## config.mk

```make
export PLATFORM = sky130hd
export DESIGN_NAME = alu_serial_rx
export DESIGN_NICKNAME = d
export VERILOG_FILES = /design/src/rtl/alu_serial_rx.sv
export SDC_FILE = /design/constraint.sdc
export NUM_CORES = 1
export LEC_CHECK = 0
export CAP_MARGIN = 10
export CORE_MARGIN = 3
export CORE_UTILIZATION = 40
export CTS_CLUSTER_DIAMETER = 120
export DETAILED_ROUTE_END_ITERATION = 8
export PLACE_DENSITY = 0.64
export SYNTH_ARGS = -nofsm -noshare
export SYNTH_HDL_FRONTEND = slang
export SYNTH_SLANG_ARGS = --single-unit
```

## constraint.sdc

```tcl
create_clock -name clk -period 9.1 [get_ports clk]
set_input_delay 1.365 -clock clk [delete_from_list [all_inputs] [get_ports clk]]
set_output_delay 1.365 -clock clk [all_outputs]
set_load 0.1 [all_outputs]
```

## src/rtl/alu_serial_rx.sv

```systemverilog
// alu_serial_rx: deserialises 11-bit frames into a {B,A,OP} operand packet for the ALU core.
// Define ALU_SERIAL_RX_STATS_EN to add saturating good/error packet counters.
module alu_serial_rx (
  input  logic        clk,
  input  logic        rst_n,
  input  logic        sin,
  output logic [31:0] a_o,
  output logic [31:0] b_o,
  output logic [2:0]  op_o,
  output logic        valid_o,
  input  logic        ready_i,
  output logic [3:0]  err_o,
  output logic        err_valid_o,
  output logic        busy_o
`ifdef ALU_SERIAL_RX_STATS_EN
  ,
  output logic [15:0] pkt_ok_cnt_o,
  output logic [15:0] pkt_err_cnt_o
`endif
);

  localparam logic [3:0] ERR_NONE = 4'b0000;
  localparam logic [3:0] ERR_OP   = 4'b0001;
  localparam logic [3:0] ERR_CRC  = 4'b0010;
  localparam logic [3:0] ERR_DATA = 4'b0100;
  localparam logic [3:0] ERR_OVR  = 4'b1000;

  typedef enum logic [2:0] {
    S_IDLE   = 3'd0,
    S_TYPE   = 3'd1,
    S_DATA   = 3'd2,
    S_STOP   = 3'd3,
    S_RESYNC = 3'd4
  } state_t;

  state_t      r_state;
  state_t      w_state_nxt;
  logic [2:0]  r_bit_cnt;
  logic        r_type;
  logic [7:0]  r_shift;
  logic [3:0]  r_byte_cnt;
  logic [63:0] r_ba;
  logic [31:0] r_a;
  logic [31:0] r_b;
  logic [2:0]  r_op;
  logic        r_valid;
  logic [3:0]  r_err;
  logic        r_err_valid;
  logic        r_busy;

  logic        w_frame_done;
  logic        w_frame_bad;
  logic [3:0]  w_cnt_nxt;
  logic [63:0] w_ba_nxt;
  logic [3:0]  w_err_code;
  logic        w_err_pulse;
  logic        w_good;
  logic [3:0]  w_crc_calc;

  // CRC-4, polynomial x^4+x+1, zero init, MSB first over {B,A,1'b1,OP}
  function automatic logic [3:0] crc4_68(input logic [67:0] d);
    logic [3:0] c;
    logic       fb;
    c = 4'h0;
    for (int i = 67; i >= 0; i--) begin
      fb = c[3] ^ d[i];
      c  = {c[2:0], 1'b0} ^ {2'b00, fb, fb};
    end
    return c;
  endfunction

  function automatic logic op_legal(input logic [2:0] op);
    case (op)
      3'b000, 3'b001, 3'b100, 3'b101: return 1'b1;
      default:                        return 1'b0;
    endcase
  endfunction

  assign w_crc_calc = crc4_68({r_ba, 1'b1, r_shift[6:4]});

  // Frame FSM state register
  always_ff @(posedge clk) begin
    if (!rst_n) begin
      r_state <= S_IDLE;
    end else begin
      r_state <= w_state_nxt;
    end
  end

  // Frame FSM next state and end-of-frame strobes
  always_comb begin
    w_state_nxt  = r_state;
    w_frame_done = 1'b0;
    w_frame_bad  = 1'b0;
    case (r_state)
      S_IDLE: begin
        if (!sin) begin
          w_state_nxt = S_TYPE;
        end else begin
          w_state_nxt = S_IDLE;
        end
      end
      S_TYPE: w_state_nxt = S_DATA;
      S_DATA: begin
        if (r_bit_cnt == 3'd0) begin
          w_state_nxt = S_STOP;
        end else begin
          w_state_nxt = S_DATA;
        end
      end
      S_STOP: begin
        if (sin) begin
          w_frame_done = 1'b1;
          w_state_nxt  = S_IDLE;
        end else begin
          w_frame_bad  = 1'b1;
          w_state_nxt  = S_RESYNC;
        end
      end
      S_RESYNC: begin
        if (sin) begin
          w_state_nxt = S_IDLE;
        end else begin
          w_state_nxt = S_RESYNC;
        end
      end
      default: w_state_nxt = S_IDLE;
    endcase
  end

  // Frame bit capture: type flag and data byte, MSB first
  always_ff @(posedge clk) begin
    if (!rst_n) begin
      r_bit_cnt <= 3'd0;
      r_type    <= 1'b0;
      r_shift   <= 8'h00;
    end else begin
      case (r_state)
        S_TYPE: begin
          r_type    <= sin;
          r_bit_cnt <= 3'd7;
        end
        S_DATA: begin
          r_shift   <= {r_shift[6:0], sin};
          r_bit_cnt <= r_bit_cnt - 3'd1;
        end
        default: r_bit_cnt <= r_bit_cnt;
      endcase
    end
  end

  // Byte dispatch and packet checks; checks are resolved on the stop-bit edge
  always_comb begin
    w_cnt_nxt   = r_byte_cnt;
    w_ba_nxt    = r_ba;
    w_err_code  = ERR_NONE;
    w_err_pulse = 1'b0;
    w_good      = 1'b0;
    if (w_frame_bad) begin
      w_cnt_nxt   = 4'd0;
      w_err_code  = ERR_DATA;
      w_err_pulse = 1'b1;
    end else if (w_frame_done) begin
      if (!r_type) begin
        if (r_byte_cnt < 4'd8) begin
          w_ba_nxt  = {r_ba[55:0], r_shift};
          w_cnt_nxt = r_byte_cnt + 4'd1;
        end else begin
          w_cnt_nxt   = 4'd0;
          w_err_code  = ERR_DATA;
          w_err_pulse = 1'b1;
        end
      end else begin
        w_cnt_nxt = 4'd0;
        if (r_byte_cnt != 4'd8) begin
          w_err_code  = ERR_DATA;
          w_err_pulse = 1'b1;
        end else if (w_crc_calc != r_shift[3:0]) begin
          w_err_code  = ERR_CRC;
          w_err_pulse = 1'b1;
        end else if (!op_legal(r_shift[6:4])) begin
          w_err_code  = ERR_OP;
          w_err_pulse = 1'b1;
        end else if (r_valid && !ready_i) begin
          w_err_code  = ERR_OVR;
          w_err_pulse = 1'b1;
        end else begin
          w_good = 1'b1;
        end
      end
    end else begin
      w_cnt_nxt = r_byte_cnt;
    end
  end

  // Packet assembly, output hold/handshake and error pulse registers
  always_ff @(posedge clk) begin
    if (!rst_n) begin
      r_byte_cnt  <= 4'd0;
      r_ba        <= 64'h0;
      r_a         <= 32'h0;
      r_b         <= 32'h0;
      r_op        <= 3'b000;
      r_valid     <= 1'b0;
      r_err       <= ERR_NONE;
      r_err_valid <= 1'b0;
      r_busy      <= 1'b0;
    end else begin
      r_byte_cnt  <= w_cnt_nxt;
      r_ba        <= w_ba_nxt;
      r_err       <= w_err_code;
      r_err_valid <= w_err_pulse;
      r_busy      <= (w_cnt_nxt != 4'd0) || (w_state_nxt != S_IDLE);
      if (w_good) begin
        r_b     <= r_ba[63:32];
        r_a     <= r_ba[31:0];
        r_op    <= r_shift[6:4];
        r_valid <= 1'b1;
      end else if (r_valid && ready_i) begin
        r_valid <= 1'b0;
      end else begin
        r_valid <= r_valid;
      end
    end
  end

  assign a_o         = r_a;
  assign b_o         = r_b;
  assign op_o        = r_op;
  assign valid_o     = r_valid;
  assign err_o       = r_err;
  assign err_valid_o = r_err_valid;
  assign busy_o      = r_busy;

`ifdef ALU_SERIAL_RX_STATS_EN
  logic [15:0] r_ok_cnt;
  logic [15:0] r_err_cnt;

  // Saturating good/error packet counters
  always_ff @(posedge clk) begin
    if (!rst_n) begin
      r_ok_cnt  <= 16'h0000;
      r_err_cnt <= 16'h0000;
    end else begin
      if (w_good && (r_ok_cnt != 16'hFFFF)) begin
        r_ok_cnt <= r_ok_cnt + 16'd1;
      end
      if (w_err_pulse && (r_err_cnt != 16'hFFFF)) begin
        r_err_cnt <= r_err_cnt + 16'd1;
      end
    end
  end

  assign pkt_ok_cnt_o  = r_ok_cnt;
  assign pkt_err_cnt_o = r_err_cnt;
`else
  // No statistics in this build.
`endif

endmodule

```

Word-level counts from Yosys, hierarchy flattened
Cells that the tools add are included.
Widths: inputs -> output; s select.
{"block": "word_totals", "regBits": 157, "inputBits": 4, "output_inout_bits": 74}
{"block": "op_classes", "n_addsub": 2, "magnitude_cmp": 1, "eq_ne": 9, "mux": 44, "n_bitwise": 137, "n_reduce_logical": 15}
{"op": "$xor 4x2->4", "n": 66}
{"op": "$xor 1x1->1", "n": 64}
{"op": "$mux 4", "n": 9}
{"op": "$mux 1", "n": 29}
{"op": "$mux 3", "n": 4}
{"op": "$pmux 3 s4", "n": 1}
{"op": "$eq 3x3->1 const B", "n": 3}
{"op": "$logic_not 3->1", "n": 3}
{"op": "$eq 3x1->1 const B", "n": 2}
{"op": "$eq 3x2->1 const B", "n": 2}
{"op": "$pmux 3 s2", "n": 1}
{"op": "$not 1->1", "n": 5}
{"op": "$add 4x1->4 const B", "n": 1}
{"op": "$lt 4x4->1 const B", "n": 1}
{"op": "$ne 4x4->1", "n": 1}
{"op": "$ne 4x4->1 const B", "n": 1}
{"op": "$reduce_and 4->1", "n": 1}
{"op": "$reduce_bool 2->1", "n": 2}
{"op": "$reduce_bool 4->1", "n": 1}
{"op": "$reduce_or 4->1", "n": 1}
{"op": "$reduce_bool 3->1", "n": 1}
{"op": "$reduce_or 3->1", "n": 1}
{"op": "$sub 3x1->3 const B", "n": 1}
{"op": "$xor 3x2->3", "n": 1}
{"op": "other kinds (5)", "n": 6}

Longest topological paths before layout
{"block": "depth", "depth_word": 145, "depth_mapped": 14, "mapped_depth_nobuf": 11}

Least setup slack after synthesis
Ideal clock, no wire load.
{"block": "synth_path", "kind": "reg-to-reg", "startpoint": "reg r_ba[63]", "endpoint": "reg r_a[10], in the netlist a_o[10]", "setup_time_ps": 120, "t_arrival_ps": 4074, "required_time_ps": 8980, "slack_ps": 4907, "stages_incl_launch_ff": 14, "path_cell_list": "dfxtp_1 > xnor2_2 > xnor3_1 > xnor3_2 > xor3_1 > xnor3_1 > xnor2_1 > xnor3_1 > or3_1 > a211oi_2 > buf_6 > buf_6 > mux2i_1 > nor2b_1"}
{"block": "synth_between", "elab_chain_cells": 95}
{"item": "start: declaration", "line_no": "42", "rtl": "logic [63:0] r_ba;"}
{"item": "start signal: assignment", "line_no": "210", "rtl": "r_ba <= w_ba_nxt;"}
{"item": "$xor 3x2->3 (*)", "line_no": "67", "rtl": "c = {c[2:0], 1'b0} ^ {2'b00, fb, fb};"}
{"item": "$xor 4x2->4 (*)", "line_no": "67"}
{"item": "$xor 1x1->1 or $xor 4x2->4 (tied branches)", "line_no": "66, 67"}
{"item": "$xor 4x2->4 (*) (3 in series)", "line_no": "67"}
{"item": "$xor 1x1->1 or $xor 4x2->4 (tied branches)", "line_no": "66, 67"}
{"item": "$xor 4x2->4 (*) (3 in series)", "line_no": "67"}
{"item": "$xor 1x1->1 or $xor 4x2->4 (tied branches)", "line_no": "66, 67"}
{"item": "$xor 4x2->4 (*) (3 in series)", "line_no": "67"}
{"item": "(+73 left out)"}
{"item": "$xor 1x1->1 or $xor 4x2->4 (tied branches)", "line_no": "66, 67"}
{"item": "$xor 4x2->4 (*)", "line_no": "67"}
{"item": "$ne 4x4->1 (*)", "line_no": "178", "rtl": "end else if (w_crc_calc != r_shift[3:0]) begin"}
{"item": "$mux 1 (*)", "line_no": "178"}
{"item": "$mux 1 (*)", "line_no": "175", "rtl": "if (r_byte_cnt != 4'd8) begin"}
{"item": "$mux 1 (*)", "line_no": "164", "rtl": "if (!r_type) begin"}
{"item": "$mux 1 (*)", "line_no": "163", "rtl": "end else if (w_frame_done) begin"}
{"item": "$mux 1 (*)", "line_no": "159", "rtl": "if (w_frame_bad) begin"}
{"item": "end signal: assignment", "line_no": "216", "rtl": "r_a <= r_ba[31:0];"}
{"item": "end: declaration", "line_no": "43", "rtl": "logic [31:0] r_a;"}
Mark *: on every way between the ends. The rest lies on a longest branch, timed or not.
A chain may end at the register's enable or synchronous reset.

Worst setup path in the final report
{"block": "layout_path", "startpoint": "reg r_ba[61]", "endpoint": "reg r_b[20], in the netlist b_o[20]"}
{"block": "layout_between", "elab_chain_cells": 94}
{"item": "$xor 1x1->1 (*)", "line_no": "66", "rtl": "fb = c[3] ^ d[i];"}
{"item": "$xor 4x2->4 (*) (3 in series)", "line_no": "67"}
{"item": "$xor 1x1->1 or $xor 4x2->4 (tied branches)", "line_no": "66, 67"}
{"item": "$xor 4x2->4 (*) (3 in series)", "line_no": "67"}
{"item": "$xor 1x1->1 or $xor 4x2->4 (tied branches)", "line_no": "66, 67"}
{"item": "$xor 4x2->4 (*) (3 in series)", "line_no": "67"}
{"item": "$xor 1x1->1 or $xor 4x2->4 (tied branches)", "line_no": "66, 67"}
{"item": "$xor 4x2->4 (*) (3 in series)", "line_no": "67"}
{"item": "(+70 left out)"}
{"item": "$xor 1x1->1 or $xor 4x2->4 (tied branches)", "line_no": "66, 67"}
{"item": "$xor 4x2->4 (*)", "line_no": "67"}
{"item": "$ne 4x4->1 (*)", "line_no": "178"}
{"item": "$mux 1 (*)", "line_no": "178"}
{"item": "$mux 1 (*)", "line_no": "175"}
{"item": "$mux 1 (*)", "line_no": "164"}
{"item": "$mux 1 (*)", "line_no": "163"}
{"item": "$mux 1 (*)", "line_no": "159"}
{"item": "end signal: assignment", "line_no": "215", "rtl": "r_b <= r_ba[63:32];"}
{"item": "end: declaration", "line_no": "44", "rtl": "logic [31:0] r_b;"}
Marks and branches as above.

==> impl_metrics.csv <==
group,metric,value,unit
routing,antenna_left,0,
finish,seqCellArea,0.00314,sq mm
synthesis,async_flop_share,0,%
global_route,overflow,0,
power_and_ir_drop,p_clk_share,48.6,%
synthesis,ys_types,35,
timing,whs,443,ps
clock_tree,cts_root_buf,"clkbuf_16",
synthesis,yosysTopAreaCell,"dfxtp_1",
routing,drt-initial-drc-count,277,
global_route,grt_pass1_wl,27000,microns
power_and_ir_drop,leakage,2.87,nW
synthesis,synth_cells,746,
clock_tree,postCtsHoldBufs,0,
placement,portBuffers,77,
clock_tree,cts.clk_slew.worst_paths,60,ps
timing,period_needed,4630,ps
synthesis,synth_top_family_by_area,"XOR/XNOR gates",
routing,met3_wirelength,680,microns
critical_path,critPathBufInv,1,
timing,slew-limit-headroom,33.4,%
critical_path,arrival,4940,ps
timing,grt_setup_unrepaired,"false",
synthesis,synthMuxAreaShare,9.23,%
finish,area_growth,20.7,%
synthesis,yosysWarnings,0,
synthesis,yosys.area_share.simple,16.6,%
global_route,grt_pass1_vias,5152,
synthesis,synthAdderAreaFrac,0.688,%
critical_path,path_max_fanout,34,
clock_tree,htreeDepth,4,
routing,wl_met2,7910,microns
finish,diodes,0,
synthesis,yosysTopAreaCellShare,43.2,%
power_and_ir_drop,peakVddDrop,0.141,mV
critical_path,worstPathCellList,"xnor2_2 > xnor3_1 > xnor3_2 > xor3_1 > xnor3_1 > xnor2_1 > xnor3_1 > or3_1 > a211oi_4 > buf_4 > mux2i_1 > nor2b_1",
routing,drt_first_pass_iters,5,
critical_path,slowest_delay,500,ps
finish,fillerInstances,1601,
power_and_ir_drop,switching_share,21.9,%
synthesis,synthXorXnorAreaFrac,17.7,%
floorplan,pin_count,78,
critical_path,critPathKind,"flip-flop to flip-flop",
floorplan,die-area,0.0198,sq mm
timing,slew_violations,0,
critical_path,cp-start-kind,"flip-flop",
power_and_ir_drop,power_density,168,mW/mm^2
synthesis,yosys.cell_count.top_type,"nand2_1",
synthesis,synth-seq-area-share,43.2,%
synthesis,synth.cells.most_frequent,"nand2_1, dfxtp_1, xnor2_1",
global_route,grt_usage,17.0,%
clock_tree,insertion_delay,430,ps
synthesis,synth_area,0.00727,sq mm
floorplan,num_rows,48,
timing,setup_viol,0,
worst_hold_path,hold_path_class,"flip-flop to flip-flop",
critical_path,crit_top_cell,"xnor3_1",
synthesis,synth_area_per_cell,9.74,sq um
clock_tree,clkSinkCount,157,
global_route,antenna_found_initial,0,
power_and_ir_drop,power.internal,1.15,mW
clock_tree,cts-resized-gates,0,
critical_path,cp_data_required_time,9410,ps
timing,skew,16.3,ps
power_and_ir_drop,combPwrFrac,4.0,%
power_and_ir_drop,power_switching,0.324,mW
routing,route.top_layer_used,"met4",
synthesis,syn-num-nets,754,
routing,drc,0,
status,run_status,"complete, no violations",
timing,max_freq,0.216,GHz
power_and_ir_drop,pwr-share-seq,47.4,%
critical_path,cp_top_family,"XOR/XNOR gates",
synthesis,synth_compound_area_share,9.55,%
clock_tree,cts_buffers,17,
finish,drive_gt1_share,4.89,%
floorplan,initial_core_util,41.5,%
floorplan,die_h,141,microns
routing,vias,5165,
placement,place_congestion,0.829,
routing,wire_per_inst,15.8,microns
routing,wl,16500,microns
synthesis,yosys_register_bits,157,
clock_tree,cts_tree,"built",
synthesis,synthFlopType,"dfxtp_1",
floorplan,dieWidth,141,microns
finish,final_nets,813,
global_route,grt_start_max_net_pins,106,
timing,hold_violations,0,
critical_path,end_kind,"flip-flop",
timing,finalCritPeriodShare,50.9,%
timing,worst_slew_pin_slew,995,ps
floorplan,core_area,0.0175,sq mm
job,max-cap-violations,0,
synthesis,synth.top_cells.by_area,"dfxtp_1, xnor2_1, mux2i_1",
routing,wl_met1,7620,microns
critical_path,slowest_stage,"buf_4",
routing,via_per_inst,4.95,
clock_tree,clk_path_buf_depth,2,
synthesis,synth_edf_count,0,
clock_tree,post_cts.repair.setup_buffers,0,
placement,hpwlAfterDp,11300,microns
finish,multi_input_comb_area,0.00393,sq mm
timing,setup_tns,0,ps
worst register-to-register path: cells and delay by family, from the launching register on:
kind / cells / cell delay (ps)
xor+xnor: 7 / 2550
buf+inv: 1 / 500
simple gates: 2 / 490
flops: 1 / 380
mux: 1 / 310
compound gates: 1 / 270
power by group through the flow:
stage	registers (mW)	clock network [mW]	logic, mW
detailed placement	0.715	0	0.0590
CTS	0.699	0.732	0.0592
floorplan	0.717	0	0.0418
global placement	0.714	0	0.0550
global route	0.700	0.758	0.0650
finish	0.700	0.718	0.0592
worst paths after layout:
path / endpoint / depth (start not counted) / start / slack [ps]
worst max-delay path: b_o[20]$_SDFFE_PN0P_ / 12 / r_ba[61]$_SDFFE_PN0P_ / 4470
worst min-delay path: op_o[1]$_SDFFE_PN0P_ / 2 / op_o[1]$_SDFFE_PN0P_ / 440
worst max register to register: b_o[20]$_SDFFE_PN0P_ / 12 / r_ba[61]$_SDFFE_PN0P_ / 4470
worst min register to register: op_o[1]$_SDFFE_PN0P_ / 2 / op_o[1]$_SDFFE_PN0P_ / 440
logic make-up after synthesis:
family,Yosys count
AOI/OAI and AO/OA,98
xor gates and xnor gates,112
buffers and inverters,48
adders and majority gates,4
DFF,157
muxes,67
and+or+nand+nor,260
layer usage:
| metal | GRT usage (%) | up-vias |
|---|---|---|
| li1 | - | 2572 |
| met1 | 22.0 | 2452 |
| met2 | 28.0 | 122 |
| met3 | 4.10 | 19 |
| met4 | 5.86 | 0 |
| met5 | 0 | - |
state kept, by name (all words and copies together) (netlist names), 3 cells and up:
register / flops
b_o: 32
op_o: 3
r_state: 3
err_o: 4
r_bit_cnt: 3
r_shift: 8
r_byte_cnt: 4
r_ba: 64
a_o: 32
cell usage in the layout, fill, tap and decap left out, drive strengths merged, types with 8 or more instances in the layout:
| master | instances |
|---|---|
| clkbuf | 22 |
| nand2 | 160 |
| dfxtp | 157 |
| a21boi | 73 |
| o21ai | 12 |
| clkdlybuf4s50 | 76 |
| xnor3 | 17 |
| nor2 | 8 |
| xnor2 | 78 |
| nor2b | 70 |
| xor2 | 13 |
| mux2i | 67 |
final cells by class:
type                            instances  area share (%)
Tap cell                              225            3.21
Clock buffer                           22            5.18
Timing Repair Buffer                   82            9.19
Multi-Input combinational cell        541            44.8
Clock inverter                         10            1.58
Sequential cell                       157            35.8
Inverter                                6           0.257
per-stage QoR:
stage          worst slack [ps]  area (sq um)  instances  utilization, %  power [mW]
2_1_floorplan              4910          7270        746               -       0.759
3_3_place_gp               4660          8180       1011            46.6       0.769
3_5_place_dp               4470          8180       1011            46.6       0.774
4_1_cts                    4440          8770       1043            50.0        1.49
5_1_grt                    4240          8770       1043            50.0        1.52
6_report                   4470          8770       1043            50.0        1.48
No activity file was read; power rests on OpenSTA's default activity.
